File: src/rtl/mem_copy_engine_if.sv
// Memory-side bus between the copy engine (master) and the 16-word data memory (slave).
// The read/write strobes are active-low. Read data is registered by the memory.
interface mem_copy_engine_if #(
    parameter int ADDR_W = 4,
    parameter int DATA_W = 4
);
    logic [ADDR_W-1:0] mem_addr;
    logic [DATA_W-1:0] mem_wdata;
    logic              mem_rd_n;
    logic              mem_wr_n;
    logic [DATA_W-1:0] mem_rdata;

    modport master (
        output mem_addr,
        output mem_wdata,
        output mem_rd_n,
        output mem_wr_n,
        input  mem_rdata
    );

    modport slave (
        input  mem_addr,
        input  mem_wdata,
        input  mem_rd_n,
        input  mem_wr_n,
        output mem_rdata
    );
endinterface

File: src/rtl/mem_copy_engine.sv
// Block copy / block fill initiator for the 16-word data memory.
// One start pulse runs a whole transfer; bus outputs are decoded from registered state only.
//
// state | meaning
// IDLE  | waiting for start; operands latched on acceptance
// RD    | read strobe low at src+i
// LAT   | strobes high; registered read data captured into data_q
// WR    | write strobe low at dst+i, then i advances
// DONE  | one-cycle completion pulse
module mem_copy_engine #(
    parameter int ADDR_W = 4,
    parameter int DATA_W = 4
) (
    input  logic              clk,
    input  logic              clr,
    input  logic              start,
    input  logic              op,
    input  logic [ADDR_W-1:0] src,
    input  logic [ADDR_W-1:0] dst,
    input  logic [4:0]        len,
    input  logic [DATA_W-1:0] pattern,
    output logic              busy,
    output logic              done,
    mem_copy_engine_if.master bus
);
    localparam logic [2:0] S_IDLE = 3'd0;
    localparam logic [2:0] S_RD   = 3'd1;
    localparam logic [2:0] S_LAT  = 3'd2;
    localparam logic [2:0] S_WR   = 3'd3;
    localparam logic [2:0] S_DONE = 3'd4;

    localparam logic [4:0] LEN_MAX = 5'd16;

    logic [2:0]        state_q, state_d;
    logic [4:0]        i_q, i_d;
    logic [4:0]        len_q, len_d;
    logic              op_q, op_d;
    logic [ADDR_W-1:0] src_q, src_d;
    logic [ADDR_W-1:0] dst_q, dst_d;
    logic [DATA_W-1:0] pat_q, pat_d;
    logic [DATA_W-1:0] data_q, data_d;

    logic [4:0] len_clamped;
    logic [4:0] i_inc;

    assign len_clamped = (len > LEN_MAX) ? LEN_MAX : len;
    assign i_inc       = i_q + 5'd1;

    always_comb begin
        state_d = state_q;
        i_d     = i_q;
        len_d   = len_q;
        op_d    = op_q;
        src_d   = src_q;
        dst_d   = dst_q;
        pat_d   = pat_q;
        data_d  = data_q;
        case (state_q)
            S_IDLE: begin
                if (start) begin
                    op_d  = op;
                    src_d = src;
                    dst_d = dst;
                    len_d = len_clamped;
                    pat_d = pattern;
                    i_d   = 5'd0;
                    if (len_clamped == 5'd0) state_d = S_DONE;
                    else if (op)             state_d = S_WR;
                    else                     state_d = S_RD;
                end
            end
            S_RD:  state_d = S_LAT;
            S_LAT: begin
                data_d  = bus.mem_rdata;
                state_d = S_WR;
            end
            S_WR: begin
                i_d = i_inc;
                if (i_inc == len_q) state_d = S_DONE;
                else if (op_q)      state_d = S_WR;
                else                state_d = S_RD;
            end
            S_DONE:  state_d = S_IDLE;
            default: state_d = S_IDLE;
        endcase
    end

    always_ff @(posedge clk or negedge clr) begin
        if (!clr) begin
            state_q <= S_IDLE;
            i_q     <= '0;
            len_q   <= '0;
            op_q    <= 1'b0;
            src_q   <= '0;
            dst_q   <= '0;
            pat_q   <= '0;
            data_q  <= '0;
        end else begin
            state_q <= state_d;
            i_q     <= i_d;
            len_q   <= len_d;
            op_q    <= op_d;
            src_q   <= src_d;
            dst_q   <= dst_d;
            pat_q   <= pat_d;
            data_q  <= data_d;
        end
    end

    // Addresses wrap modulo the memory size through the ADDR_W-bit adders.
    always_comb begin
        busy          = (state_q != S_IDLE);
        done          = (state_q == S_DONE);
        bus.mem_addr  = '0;
        bus.mem_wdata = '0;
        bus.mem_rd_n  = 1'b1;
        bus.mem_wr_n  = 1'b1;
        case (state_q)
            S_RD: begin
                bus.mem_addr = src_q + i_q[ADDR_W-1:0];
                bus.mem_rd_n = 1'b0;
            end
            S_WR: begin
                bus.mem_addr  = dst_q + i_q[ADDR_W-1:0];
                bus.mem_wdata = op_q ? pat_q : data_q;
                bus.mem_wr_n  = 1'b0;
            end
            default: ;
        endcase
    end
endmodule

File: src/flat_wrapper.sv
// flat-port wrapper written by rule: the top's interface ports become plain ports
module mem_copy_engine_flat 
#(
    parameter int ADDR_W = 4,
    parameter int DATA_W = 4
)
  (clk, clr, start, op, src, dst, len, pattern, busy, done, bus_mem_addr, bus_mem_wdata, bus_mem_rd_n, bus_mem_wr_n, bus_mem_rdata);
  mem_copy_engine_if #(.ADDR_W(ADDR_W), .DATA_W(DATA_W)) bus_i ();
  input  logic clk;
  input  logic clr;
  input  logic start;
  input  logic op;
  input  logic [ADDR_W-1:0] src;
  input  logic [ADDR_W-1:0] dst;
  input  logic [4:0] len;
  input  logic [DATA_W-1:0] pattern;
  output logic busy;
  output logic done;
  output wire logic [$bits(bus_i.mem_addr)-1:0] bus_mem_addr;
  output wire logic [$bits(bus_i.mem_wdata)-1:0] bus_mem_wdata;
  output wire logic [$bits(bus_i.mem_rd_n)-1:0] bus_mem_rd_n;
  output wire logic [$bits(bus_i.mem_wr_n)-1:0] bus_mem_wr_n;
  input wire logic [$bits(bus_i.mem_rdata)-1:0] bus_mem_rdata;
  assign bus_mem_addr = bus_i.mem_addr;
  assign bus_mem_wdata = bus_i.mem_wdata;
  assign bus_mem_rd_n = bus_i.mem_rd_n;
  assign bus_mem_wr_n = bus_i.mem_wr_n;
  assign bus_i.mem_rdata = bus_mem_rdata;
  mem_copy_engine #(.ADDR_W(ADDR_W), .DATA_W(DATA_W)) u_core (.clk(clk), .clr(clr), .start(start), .op(op), .src(src), .dst(dst), .len(len), .pattern(pattern), .busy(busy), .done(done), .bus(bus_i));
endmodule
File: config.mk
export PLATFORM = sky130hd
export DESIGN_NAME = mem_copy_engine_flat
export DESIGN_NICKNAME = d
export VERILOG_FILES = /design/src/rtl/mem_copy_engine_if.sv /design/src/rtl/mem_copy_engine.sv /design/src/flat_wrapper.sv
export SDC_FILE = /design/constraint.sdc
export NUM_CORES = 1
export LEC_CHECK = 0
export CORE_ASPECT_RATIO = 0.5
export CORE_MARGIN = 4
export CORE_UTILIZATION = 35
export DETAILED_ROUTE_END_ITERATION = 8
export SETUP_SLACK_MARGIN = 0.4
export SKIP_CTS_REPAIR_TIMING = 1
export SLEW_MARGIN = 20
export SYNTH_ARGS = -nofsm -noshare
export SYNTH_HDL_FRONTEND = slang
export SYNTH_SLANG_ARGS = --single-unit
File: constraint.sdc
create_clock -name clk -period 3.15 [get_ports clk]
set_clock_uncertainty 0.1 [all_clocks]
set_input_delay 0.63 -clock clk [delete_from_list [all_inputs] [get_ports clk]]
set_output_delay 0.63 -clock clk [all_outputs]
set_load 0.01 [all_outputs]
; ---- Yosys cells after proc, flatten, opt, wreduce, memory -nomap -nowiden
; Index checks and enable logic that the tools add are counted.
[totals]
register_bits = 30
input_bits = 25
wordCells = 38
[op_classes]
add_sub_neg = 3
magnitude_cmp = 1
eq_ne = 6
muxes = 14
n_reduce_logical = 6
[ops]
columns = op, n
row1 = one-hot mux 3 bit (4 select lines), 1
row2 = two-way mux 5 bit, 2
row3 = one-hot mux 5 bit (2 select lines), 1
row4 = two-way mux 3 bit, 3
row5 = adder 4 bit, 2
row6 = two-way mux 4 bit, 2
row7 = one-hot mux 4 bit (2 select lines), 1
row8 = "equality test 3 x 2 -> 1 bit, second input constant", 2
row9 = "adder 5 x 1 -> 5 bit, second input constant", 1
row10 = equality test 5 bit, 1
row11 = "> comparator 5 bit, second input constant", 1
row12 = zero test 5 bit, 1
row13 = two-way mux 2 bit, 2
row14 = AND reduction 2 bit, 2
row15 = "equality test 3 x 1 -> 1 bit, second input constant", 1
row16 = "equality test 3 bit, second input constant", 1
row17 = zero test 3 bit, 1
row18 = nonzero test 3 bit, 1
row19 = two-way mux 1 bit, 2
row20 = "inequality test 2 bit, second input constant", 1
row21 = nonzero test 2 bit, 1

; ---- Logic depth before layout (Yosys ltp)
[logic_depth]
ltp_word = 6
mapped_depth = 8
mapped_depth_nobuf = 7

; ---- Least setup slack after synthesis
; No wires, ideal clock.
[synth_path]
kind = register to output
startpoint = register u_core.state_q[0]
endpoint = output bus_mem_addr[3]
arrival_time_ps = 1946
required_time_ps = 2420
slack_ps = 474
stages_incl_launch_ff = 9
cell_sequence = dfrtp_1 > buf_2 > nand3b_1 > mux2_2 > ha_1 > a21o_1 > a21oi_1 > xnor2_1 > nor2_1
[synth_via]
elab_chain_cells = 2
elab_cells_between_ends = 3
[synth_rtl]
columns = element, line_no
row1 = "start, declared", mem_copy_engine.sv:34  ; logic [2:0] state_q, state_d;
row2 = "start signal, assigned", mem_copy_engine.sv:99  ; state_q <= state_d;
row3 = equality test 3 x 2 -> 1 bit or equality test 3 x 1 -> 1 bit (tied branches), mem_copy_engine.sv:118  ; case (state_q)
row4 = one-hot mux 4 bit (2 select lines) *, mem_copy_engine.sv:118
row5 = "end, declared", flat_wrapper.sv:19  ; output wire logic [$bits(bus_i.mem_addr)-1:0] bus_mem_addr;
; Every way passes the cells marked *; elsewhere a longest branch is shown, timed or not.

; ---- Worst setup path after layout
[layout_path]
startpoint = register u_core.state_q[2]
endpoint = output bus_mem_addr[3]
; The elaborated chain is that of the path after synthesis.

==> run summary <==
All-Layer GR Usage = 12.3%
Fin nets = 226
Overall power = 2.42 mW
Initial Utilization = 37.0%
Clock sink total = 30
DRT iter0 DRCs = 19
Max_slew headroom = 58.9%
Critical Path Stages = 9
R2r setup slk = 1.02 ns
Crit path max-delay family = flip-flops
Clock share of power = 14.8%
Crit path launch = u_core.state_q[2]$_DFFE_PN0P_
Synth warn = 0
Dpl hpwl = 2520 um
Post-synth top area share = 45.4%
Avg Inst Size Synth = 11.1 um^2
Crit-path slowest cell = dfrtp_1
Routed vias = 1236
DRT Pass-1 Iters = 4
Worst path bufs/invs = 2
Worst r2r src = u_core.i_q[0]$_DFFE_PN0P_
Core Region = 4470 um^2
Vias in the first global route = 1198
Largest family of logic cells by synthesized area = multiplexers
Fmax = 346 MHz
Fin. max-slew vios = 0
Total die area = 5950 um^2
Post-Route WL = 3490 um
Comb power frac = 55.5%
Sw power = 878 uW
Root Buffer = clkbuf_8
Status = finished, final reports clean
Seq pwr share = 29.8%
CTS tree = yes
Hold Crit Class = reg2reg
CTS clk-pin slew, worst paths = 0.06 ns
Compound-Gate Fraction of Synth Area = 5.83%
WHS Path Cells = 1
Int Power = 1.54 mW
Synth Register Bits = 30
Antenna fix cells = 0
DRC errors left = 0
Max Fanout on Critical Path = 3
RePlAce Congestion = 0.730
Row Count = 17
Syn Inst Count = 149
First-pass GRT wire length = 5790 um
RR Endpoint = u_core.state_q[1]$_DFFE_PN0P_
Min Tclk post-route = 2.89 ns
Overall die width = 105 um
Worst Path Arrival = 2.16 ns
Highest-count cells in the layout ignoring fill and taps = clkdlybuf4s50_1 (32), dfrtp_1 (30), mux2_2 (13)
Worst Tran Pin Value = 0.615 ns
Fin. Hold Viols = 0
Kind of critical path = reg2out
Vias per cell = 4.87
Post-synthesis mux area share = 19.5%
Overflow after GRT = 0
Area delta synth->final = 35.9%
Placed Area = 2070 um^2
Final worst-path cycle share = 91.8%
Post-synth net total = 179
Adder-Cell Fraction of Synth Area = 4.24%
Buffers on Ports = 36
Synth Area in XOR/XNOR = 5.30%
Routed len/inst = 13.7 um
Post-synthesis sequential area ratio = 45.4%
Unrepaired setup endpoints after global routing = true
Largest net degree at the start of global routing = 31
Peak supply drop = 0.396 mV
Deepest clock path buffer count = 2
Fin Setup TNS = 0 ns
Critical Path Start Type = flip-flop
IO Pins = 37
Layout cells sized above 1 = 24.4%
Critical path capture point type = output port
Setup violators final = 0
Synth Area in Simple Gates = 15.0%
Synthesized area = 1650 um^2
Static Leak = 1.02 nW
Initial antenna violation count = 0
Max-cap viol count = 0
CTS Buf Count = 5
H-tree levels = 2
Pwr dens = 1080 nW/um^2
Die Y = 56.6 um
Unique cell type count in the Yosys netlist = 34
Worst-path cell chain = nand3b_1 -> buf_6 -> mux2_4 -> ha_4 -> a21o_1 -> a21oi_2 -> xnor2_1 -> nor2_1 -> buf_2
Final ANT Viol Nets = 0
WP data required = 2.42 ns
Post-synth top area cell = dfrtp_1
FF-to-FF path depth = 7
Crit path largest cell delay = 0.37 ns
Worst skew pair latency = 0.27 ns
Finished Cell Area = 2250 um^2
Commonest non-fill, non-tap cell in the layout = clkdlybuf4s50_1
Switching Share = 36.3%
Synth area leaders = dfrtp_1 (45%), mux2_2 (9.5%), mux2_4 (6.4%)
Post-layout util = 50.3%
Crit path to = bus_mem_addr[3]
[how the worst min path moves through the flow]
| stage | from | to | slack (ns) |
|---|---|---|---|
| finish | u_core.data_q[1]$_DFFE_PN0N_ | u_core.data_q[1]$_DFFE_PN0N_ | 0.40 |
| global route | u_core.src_q[1]$_DFFE_PN0P_ | u_core.src_q[1]$_DFFE_PN0P_ | 0.42 |
| CTS | u_core.src_q[1]$_DFFE_PN0P_ | u_core.src_q[1]$_DFFE_PN0P_ | 0.41 |
| detailed placement | u_core.src_q[1]$_DFFE_PN0P_ | u_core.src_q[1]$_DFFE_PN0P_ | 0.39 |
| global placement | u_core.src_q[3]$_DFFE_PN0P_ | u_core.src_q[3]$_DFFE_PN0P_ | 0.39 |
| floorplan | clr | u_core.data_q[0]$_DFFE_PN0N_ | 0.23 |
[cells in the mapped netlist]
| master | instances |
|---|---|
| mux2i_1 | 6 |
| mux2_2 | 14 |
| o21ai_0 | 9 |
| a21o_1 | 1 |
| fa_1 | 1 |
| nand2_1 | 9 |
| nor3b_1 | 1 |
| nor2_1 | 12 |
| mux2_4 | 7 |
| inv_1 | 6 |
| o21ai_1 | 1 |
| nor3_1 | 2 |
| or2_2 | 1 |
| a31oi_1 | 1 |
| and2_1 | 2 |
| a211oi_1 | 2 |
| or4_1 | 1 |
| clkbuf_1 | 2 |
| buf_8 | 1 |
| o211ai_1 | 1 |
| nand4_1 | 1 |
| or3_1 | 1 |
| buf_6 | 2 |
| xnor2_1 | 3 |
| buf_2 | 2 |
| nand4bb_1 | 1 |
| xor2_1 | 7 |
| dfrtp_1 | 30 |
| nand2b_1 | 6 |
| nand3_1 | 7 |
| ha_1 | 4 |
| or4b_4 | 1 |
| a21oi_1 | 2 |
| nand3b_1 | 2 |
[power groups by stage]
stage / clock [mW] / combinational [mW] / sequential, mW
floorplan: 0 / 0.865 / 0.675
global placement: 0 / 1.27 / 0.723
detailed placement: 0 / 1.29 / 0.721
CTS: 0.365 / 1.30 / 0.716
global route: 0.391 / 1.48 / 0.748
finish: 0.357 / 1.34 / 0.721
[per-stage QoR]
| step | hold WS [ns] | worst slack, ns | std cells |
|---|---|---|---|
| floorplan | 0.234 | 0.474 | 149 |
| global placement | 0.388 | 0.198 | 241 |
| detailed placement | 0.392 | 0.134 | 241 |
| CTS | 0.406 | -0.162 | 249 |
| global route | 0.422 | 0.148 | 254 |
| finish | 0.403 | 0.257 | 254 |
[state kept, by name, summed over array words and instances (netlist names)]
register and flops:
u_core.data_q 4, u_core.len_q 5, u_core.pat_q 4, u_core.op_q 1
u_core.i_q 5, u_core.dst_q 4, u_core.src_q 4, u_core.state_q 3
[area by class of cell]
cell class | instances | area, um^2
Fill cell | 405 | 2220
Multi-Input combinational cell | 106 | 857
Sequential cell | 30 | 751
Timing Repair Buffer | 47 | 434
Clock buffer | 8 | 110
Tap cell | 57 | 71.3
Inverter | 6 | 22.5
[routing by layer]
metal	track usage [%]	part of all wire, %
met1	17.2	49
met2	18.6	47
met3	3.90	4.4
met4	2.80	0.43
met5	0	0
[kinds of logic after synthesis]
| kind of cell | Yosys count |
|---|---|
| buffers and inverters | 13 |
| multiplexers | 27 |
| AO/OA/AOI/OAI | 17 |
| AND/OR/NAND/NOR | 47 |
| adder cells (fa/ha/maj) | 5 |
| flip-flops | 30 |
| XOR/XNOR | 10 |
Note: power is estimated with default switching activity, not from simulation.
